<file path="src/rtl/pwm_cfg_pkg.sv">
// Shared constants and types for the PWM configuration register arbiter.
// Register map, FSM encoding and the address range helper live here.
package pwm_cfg_pkg;

  localparam int CFG_ADDR_W = 7;
  localparam int CFG_DATA_W = 8;
  localparam int NUM_REGS   = 5;

  localparam int ADDR_EN_OUT_LO = 'h00;
  localparam int ADDR_EN_OUT_HI = 'h01;
  localparam int ADDR_EN_PWM_LO = 'h02;
  localparam int ADDR_EN_PWM_HI = 'h03;
  localparam int ADDR_DUTY      = 'h04;

  typedef enum logic {
    IDLE   = 1'b0,
    COMMIT = 1'b1
  } state_t;

  function automatic logic addr_in_range(input int addr, input int num_regs);
    return (addr < num_regs);
  endfunction

endpackage

</file>
<file path="src/rtl/pwm_cfg_regfile.sv">
// Five 8-bit PWM configuration registers with address range checking.
// Writes land at the end of the cycle in which wr_en is high and the address is mapped.
module pwm_cfg_regfile
  import pwm_cfg_pkg::*;
#(
  parameter int ADDR_W   = CFG_ADDR_W,
  parameter int DATA_W   = CFG_DATA_W,
  parameter int NUM_REGS = pwm_cfg_pkg::NUM_REGS
) (
  input  logic              clk,
  input  logic              rst,
  input  logic              wr_en,
  input  logic [ADDR_W-1:0] wr_addr,
  input  logic [DATA_W-1:0] wr_data,
  input  logic [ADDR_W-1:0] chk_addr,
  output logic              chk_ok,
  output logic [DATA_W-1:0] en_reg_out_7_0,
  output logic [DATA_W-1:0] en_reg_out_15_8,
  output logic [DATA_W-1:0] en_reg_pwm_7_0,
  output logic [DATA_W-1:0] en_reg_pwm_15_8,
  output logic [DATA_W-1:0] pwm_duty_cycle
);

  logic wr_ok;

  // chk_addr lets the arbiter classify a request before it is committed.
  always_comb begin
    chk_ok = addr_in_range(int'(chk_addr), NUM_REGS);
    wr_ok  = addr_in_range(int'(wr_addr), NUM_REGS);
  end

  always_ff @(posedge clk or posedge rst) begin
    if (rst) begin
      en_reg_out_7_0  <= '0;
      en_reg_out_15_8 <= '0;
      en_reg_pwm_7_0  <= '0;
      en_reg_pwm_15_8 <= '0;
      pwm_duty_cycle  <= '0;
    end else if (wr_en && wr_ok) begin
      case (int'(wr_addr))
        ADDR_EN_OUT_LO: en_reg_out_7_0  <= wr_data;
        ADDR_EN_OUT_HI: en_reg_out_15_8 <= wr_data;
        ADDR_EN_PWM_LO: en_reg_pwm_7_0  <= wr_data;
        ADDR_EN_PWM_HI: en_reg_pwm_15_8 <= wr_data;
        ADDR_DUTY:      pwm_duty_cycle  <= wr_data;
        default: ;
      endcase
    end
  end

endmodule

</file>
<file path="src/rtl/pwm_cfg_arbiter.sv">
// Two-requester write arbiter for the PWM configuration registers.
// Handshake: a requester holds valid/addr/data stable until it sees a one-cycle ready (err qualifies it).
module pwm_cfg_arbiter
  import pwm_cfg_pkg::*;
#(
  parameter int ADDR_W   = CFG_ADDR_W,
  parameter int DATA_W   = CFG_DATA_W,
  parameter int NUM_REGS = pwm_cfg_pkg::NUM_REGS
) (
  input  logic              clk,
  input  logic              rst,
  input  logic              prio_mode,
  input  logic              req0_valid,
  input  logic [ADDR_W-1:0] req0_addr,
  input  logic [DATA_W-1:0] req0_data,
  output logic              req0_ready,
  output logic              req0_err,
  input  logic              req1_valid,
  input  logic [ADDR_W-1:0] req1_addr,
  input  logic [DATA_W-1:0] req1_data,
  output logic              req1_ready,
  output logic              req1_err,
  output logic [DATA_W-1:0] en_reg_out_7_0,
  output logic [DATA_W-1:0] en_reg_out_15_8,
  output logic [DATA_W-1:0] en_reg_pwm_7_0,
  output logic [DATA_W-1:0] en_reg_pwm_15_8,
  output logic [DATA_W-1:0] pwm_duty_cycle,
  output logic              cfg_wr_strobe,
  output logic [ADDR_W-1:0] cfg_wr_addr,
  output state_t            state_dbg
);

  state_t            state;
  logic              rr_ptr;
  logic [ADDR_W-1:0] lat_addr;
  logic [DATA_W-1:0] lat_data;

  logic              any_valid;
  logic              win1;
  logic [ADDR_W-1:0] cand_addr;
  logic [DATA_W-1:0] cand_data;
  logic              cand_ok;

  // Winner selection; rr_ptr = 1 means requester 1 is favoured on contention.
  always_comb begin
    any_valid = req0_valid | req1_valid;
    win1      = 1'b0;
    if (req0_valid && req1_valid) begin
      win1 = prio_mode ? 1'b0 : rr_ptr;
    end else if (req1_valid) begin
      win1 = 1'b1;
    end
    cand_addr = win1 ? req1_addr : req0_addr;
    cand_data = win1 ? req1_data : req0_data;
  end

  always_ff @(posedge clk or posedge rst) begin
    if (rst) begin
      state         <= IDLE;
      rr_ptr        <= 1'b0;
      lat_addr      <= '0;
      lat_data      <= '0;
      req0_ready    <= 1'b0;
      req1_ready    <= 1'b0;
      req0_err      <= 1'b0;
      req1_err      <= 1'b0;
      cfg_wr_strobe <= 1'b0;
      cfg_wr_addr   <= '0;
    end else begin
      case (state)
        IDLE: begin
          if (any_valid) begin
            state         <= COMMIT;
            lat_addr      <= cand_addr;
            lat_data      <= cand_data;
            rr_ptr        <= ~win1;
            req0_ready    <= ~win1;
            req1_ready    <= win1;
            req0_err      <= ~win1 & ~cand_ok;
            req1_err      <= win1 & ~cand_ok;
            cfg_wr_strobe <= cand_ok;
            if (cand_ok) begin
              cfg_wr_addr <= cand_addr;
            end
          end
        end
        COMMIT: begin
          // The register file consumes the strobe during this cycle.
          state         <= IDLE;
          req0_ready    <= 1'b0;
          req1_ready    <= 1'b0;
          req0_err      <= 1'b0;
          req1_err      <= 1'b0;
          cfg_wr_strobe <= 1'b0;
        end
        default: begin
          state <= IDLE;
        end
      endcase
    end
  end

  assign state_dbg = state;

  pwm_cfg_regfile #(
    .ADDR_W   (ADDR_W),
    .DATA_W   (DATA_W),
    .NUM_REGS (NUM_REGS)
  ) u_regfile (
    .clk             (clk),
    .rst             (rst),
    .wr_en           (cfg_wr_strobe),
    .wr_addr         (lat_addr),
    .wr_data         (lat_data),
    .chk_addr        (cand_addr),
    .chk_ok          (cand_ok),
    .en_reg_out_7_0  (en_reg_out_7_0),
    .en_reg_out_15_8 (en_reg_out_15_8),
    .en_reg_pwm_7_0  (en_reg_pwm_7_0),
    .en_reg_pwm_15_8 (en_reg_pwm_15_8),
    .pwm_duty_cycle  (pwm_duty_cycle)
  );

endmodule
</file>
<file path="config.mk">
export PLATFORM = sky130hd
export DESIGN_NAME = pwm_cfg_arbiter
export DESIGN_NICKNAME = d
export VERILOG_FILES = /design/src/rtl/pwm_cfg_pkg.sv /design/src/rtl/pwm_cfg_regfile.sv /design/src/rtl/pwm_cfg_arbiter.sv
export SDC_FILE = /design/constraint.sdc
export NUM_CORES = 1
export LEC_CHECK = 0
export ABC_AREA = 1
export BUFFER_PORTS_ARGS = -buffer_cell sky130_fd_sc_hd__buf_4
export CAP_MARGIN = 25
export CORE_MARGIN = 2
export CORE_UTILIZATION = 30
export CTS_BUF_LIST = sky130_fd_sc_hd__clkbuf_16
export DETAILED_ROUTE_END_ITERATION = 7
export PLACE_DENSITY = 0.54
export SYNTH_ARGS = -nofsm -noshare
export SYNTH_HDL_FRONTEND = slang
export SYNTH_SLANG_ARGS = --single-unit
</file>
<file path="constraint.sdc">
create_clock -name clk -period 2.5 [get_ports clk]
set_clock_uncertainty 0.2 [all_clocks]
set_input_delay 0.375 -clock clk [delete_from_list [all_inputs] [get_ports clk]]
set_output_delay 0.375 -clock clk [all_outputs]
set_load 0.1 [all_outputs]
</file>
==> results.md <==
* Final setup fails at 0
* Final WL at 7.43 mm
* Drt wl/cell at 13.9 um
* Pre-CTS setup slack at 432 ps
* Residual DRC at 0
* Global-route wire length before repair at 12.0 mm
* H-tree depth at 3
* Resize count post-CTS at 0
* Ys Warns at 0
* DIE WIDTH at 102 um
* CTS tree: built
* GP Congestion at 0.759
* Final Core Density at 0.433
* RSZ-0062 raised after global routing: no
* Async SR Flop Fraction at 1.00
* Initial core utilization at 0.311
* Initial antenna violation count at 0
* Synth cell types at 22
* Worst Setup Path Type: reg -> reg
* Max VDD drop at 0.539 mV
* Main area contributors after synthesis: dfrtp_1 (60%), nand2_1 (12%), o21ai_2 (4.9%)
* ANT nets after route at 0
* Failing checks: hold timing
* Setup bufs post-CTS at 0
* # hold bufs at CTS at 0
* Max Slew Vio Count at 0
* Maximum Capacitance Violations at 0
* Worst-path fanout max at 10
* TritonRoute pass-1 iters at 4
* Syn_nets at 342
* Post-Layout Cell Count at 533
* Row cnt at 35
* Top-count cell post-synth: nand2_1
* Layout cells sized above 1 at 0.332
* WHS at -12.7 ps
* # diodes at 0
* Filler cells at 957
* Setup total negative slack at 0 ps
* Post-placement cell count at 517
* Area Growth Syn to Fin at 39.5%
* Net count, final at 434
* F_max at 509 MHz
* Worst path required time at 2520 ps
* Status: finished with violations
* Share of the synthesized area in the top cell type at 0.599
* Drt via density at 4.46
* Fraction of the cycle the final worst path needs at 0.786
* Post-synthesis sequential area ratio at 0.599
* CORE AREA at 0.00928 mm2
* CP endpoint kind: flip-flop
* Worst-Skew Late Latency at 330 ps
* Port bufs at 87
* Power Total at 0.00334 W
* Pwr/cell area at 830 mW/mm2
* Syn Std Cell Area at 0.00288 mm2
* CP arrival at 1990 ps
* Setup crit start kind: flip-flop
* DRT iter0 DRCs at 132
* Clock sinks at 69
* Via Count at 2,377
* Hold Path Class: in -> async
* Die Height at 102 um
* Largest net degree at the start of global routing at 37
* Total GRT Usage at 0.153
* Clock transition at path regs at 60 ps
* Die area at 0.0104 mm2
* Post-synth EDFFs at 0
* Post-synth top flop: dfrtp_1
* Number of global-route vias before repair at 2,323
* Post-DP HPWL at 5.38 mm
* Post-synthesis cell count at 307
* Overflow after GRT at 0
* Final hold violations at 33
* Cts bufs inserted at 9
* Syn_area_per_cell at 9.39 um2
* Relative slew margins at 0.509
* Io pins at 88
* Leading area contributor after synthesis: dfrtp_1
* Fin crit period at 1970 ps
* Clock tree buffer depth at 2
* Root buf cell: clkbuf_16
* Worst setup margin at 535 ps
* Worst Max-Slew Pin Slew at 735 ps
* Leak Pwr at 2.11 nW
* FF+latch count, synth at 69
* Commonest cells in the netlist: nand2_1 (93), dfrtp_1 (69), inv_1 (34)
per-stage QoR:
step / hold slack, ps / area [um2]
floorplan: 250 / 2880
global placement: 268 / 3680
detailed placement: 263 / 3680
CTS: 17.7 / 4020
global route: 46.7 / 4020
finish: -12.7 / 4020
layout by cell type, fill, tap and decap left out:
master	n
o21ai_1	16
bufinv_16	3
nor2_2	1
nor3_1	1
o21ai_2	16
or2_2	1
nand4_1	3
nand3_2	3
buf_12	1
o22ai_1	8
clkinv_4	1
inv_1	33
inv_2	2
nand4_2	2
nand3b_1	5
dfrtp_1	69
nand3_1	4
clkinv_2	3
nand2_1	93
o21ai_0	25
nor2_1	13
a211oi_4	1
clkbuf_16	9
buf_4	91
worst max-delay path, stage by stage, from the launching register on:
cell and delay (ps):
dfrtp_1 370, nand2_1 60, nand2_1 140, nand2_1 270, nand2_1 90, nand2_1 80
nand2_1 60, nor2_2 210, nand3_2 210, nand2_1 110, nand2_1 50
area by class of cell:
type	count	area [um2]	area share
Sequential cell	69	1730	0.429
Multi-Input combinational cell	192	962	0.239
Timing Repair Buffer	92	703	0.175
Inverter	35	131	0.0326
Tap cell	129	161	0.0401
Clock buffer	9	225	0.0560
Clock inverter	7	114	0.0283
worst paths after layout:
path                                         startpoint                            to  slack, ps  cells past startpoint
min in group clk                           req1_data[4]                   lat_data[4]        130                      3
min                                                 rst  u_regfile.en_reg_out_15_8[6]        -10                      2
max in group asynchronous                           rst   u_regfile.pwm_duty_cycle[4]       1480                      3
max reg2reg                                      rr_ptr                cfg_wr_addr[0]        530                     10
min reg2reg                u_regfile.en_reg_out_15_8[4]  u_regfile.en_reg_out_15_8[4]        290                      2
max                                              rr_ptr                cfg_wr_addr[0]        530                     10
power by group:
group	total [W]	switching [W]	internal, W
registers	0.00126	0.0000520	0.00120
logic	0.000648	0.000500	0.000148
clock network	0.00144	0.000466	0.000970
flip-flops by register name, indices dropped and copies added (netlist names), 7 cells and up:
signal / cells
cfg_wr_addr: 7
lat_addr: 7
lat_data: 8
u_regfile.en_reg_out_15_8: 8
u_regfile.en_reg_out_7_0: 8
u_regfile.en_reg_pwm_15_8: 8
u_regfile.en_reg_pwm_7_0: 8
u_regfile.pwm_duty_cycle: 8
metal layers:
layer  vias up  global-route usage  share of wire
li1       1175                   -              -
met1      1109               0.216           0.48
met2        83               0.225           0.44
met3        10              0.0410          0.063
met4         0              0.0564          0.017
met5         -                   0              0
kinds of logic (layout without fill, tap and decap cells):
group                  after synthesis  in the layout  share of synthesized area
buffers and inverters               46            143                     0.0677
AND/OR/NAND/NOR                    126            126                      0.190
AO/OA/AOI/OAI                       66             66                      0.144
flip-flops                          69             69                      0.599
(Power assumes the default switching activity.)
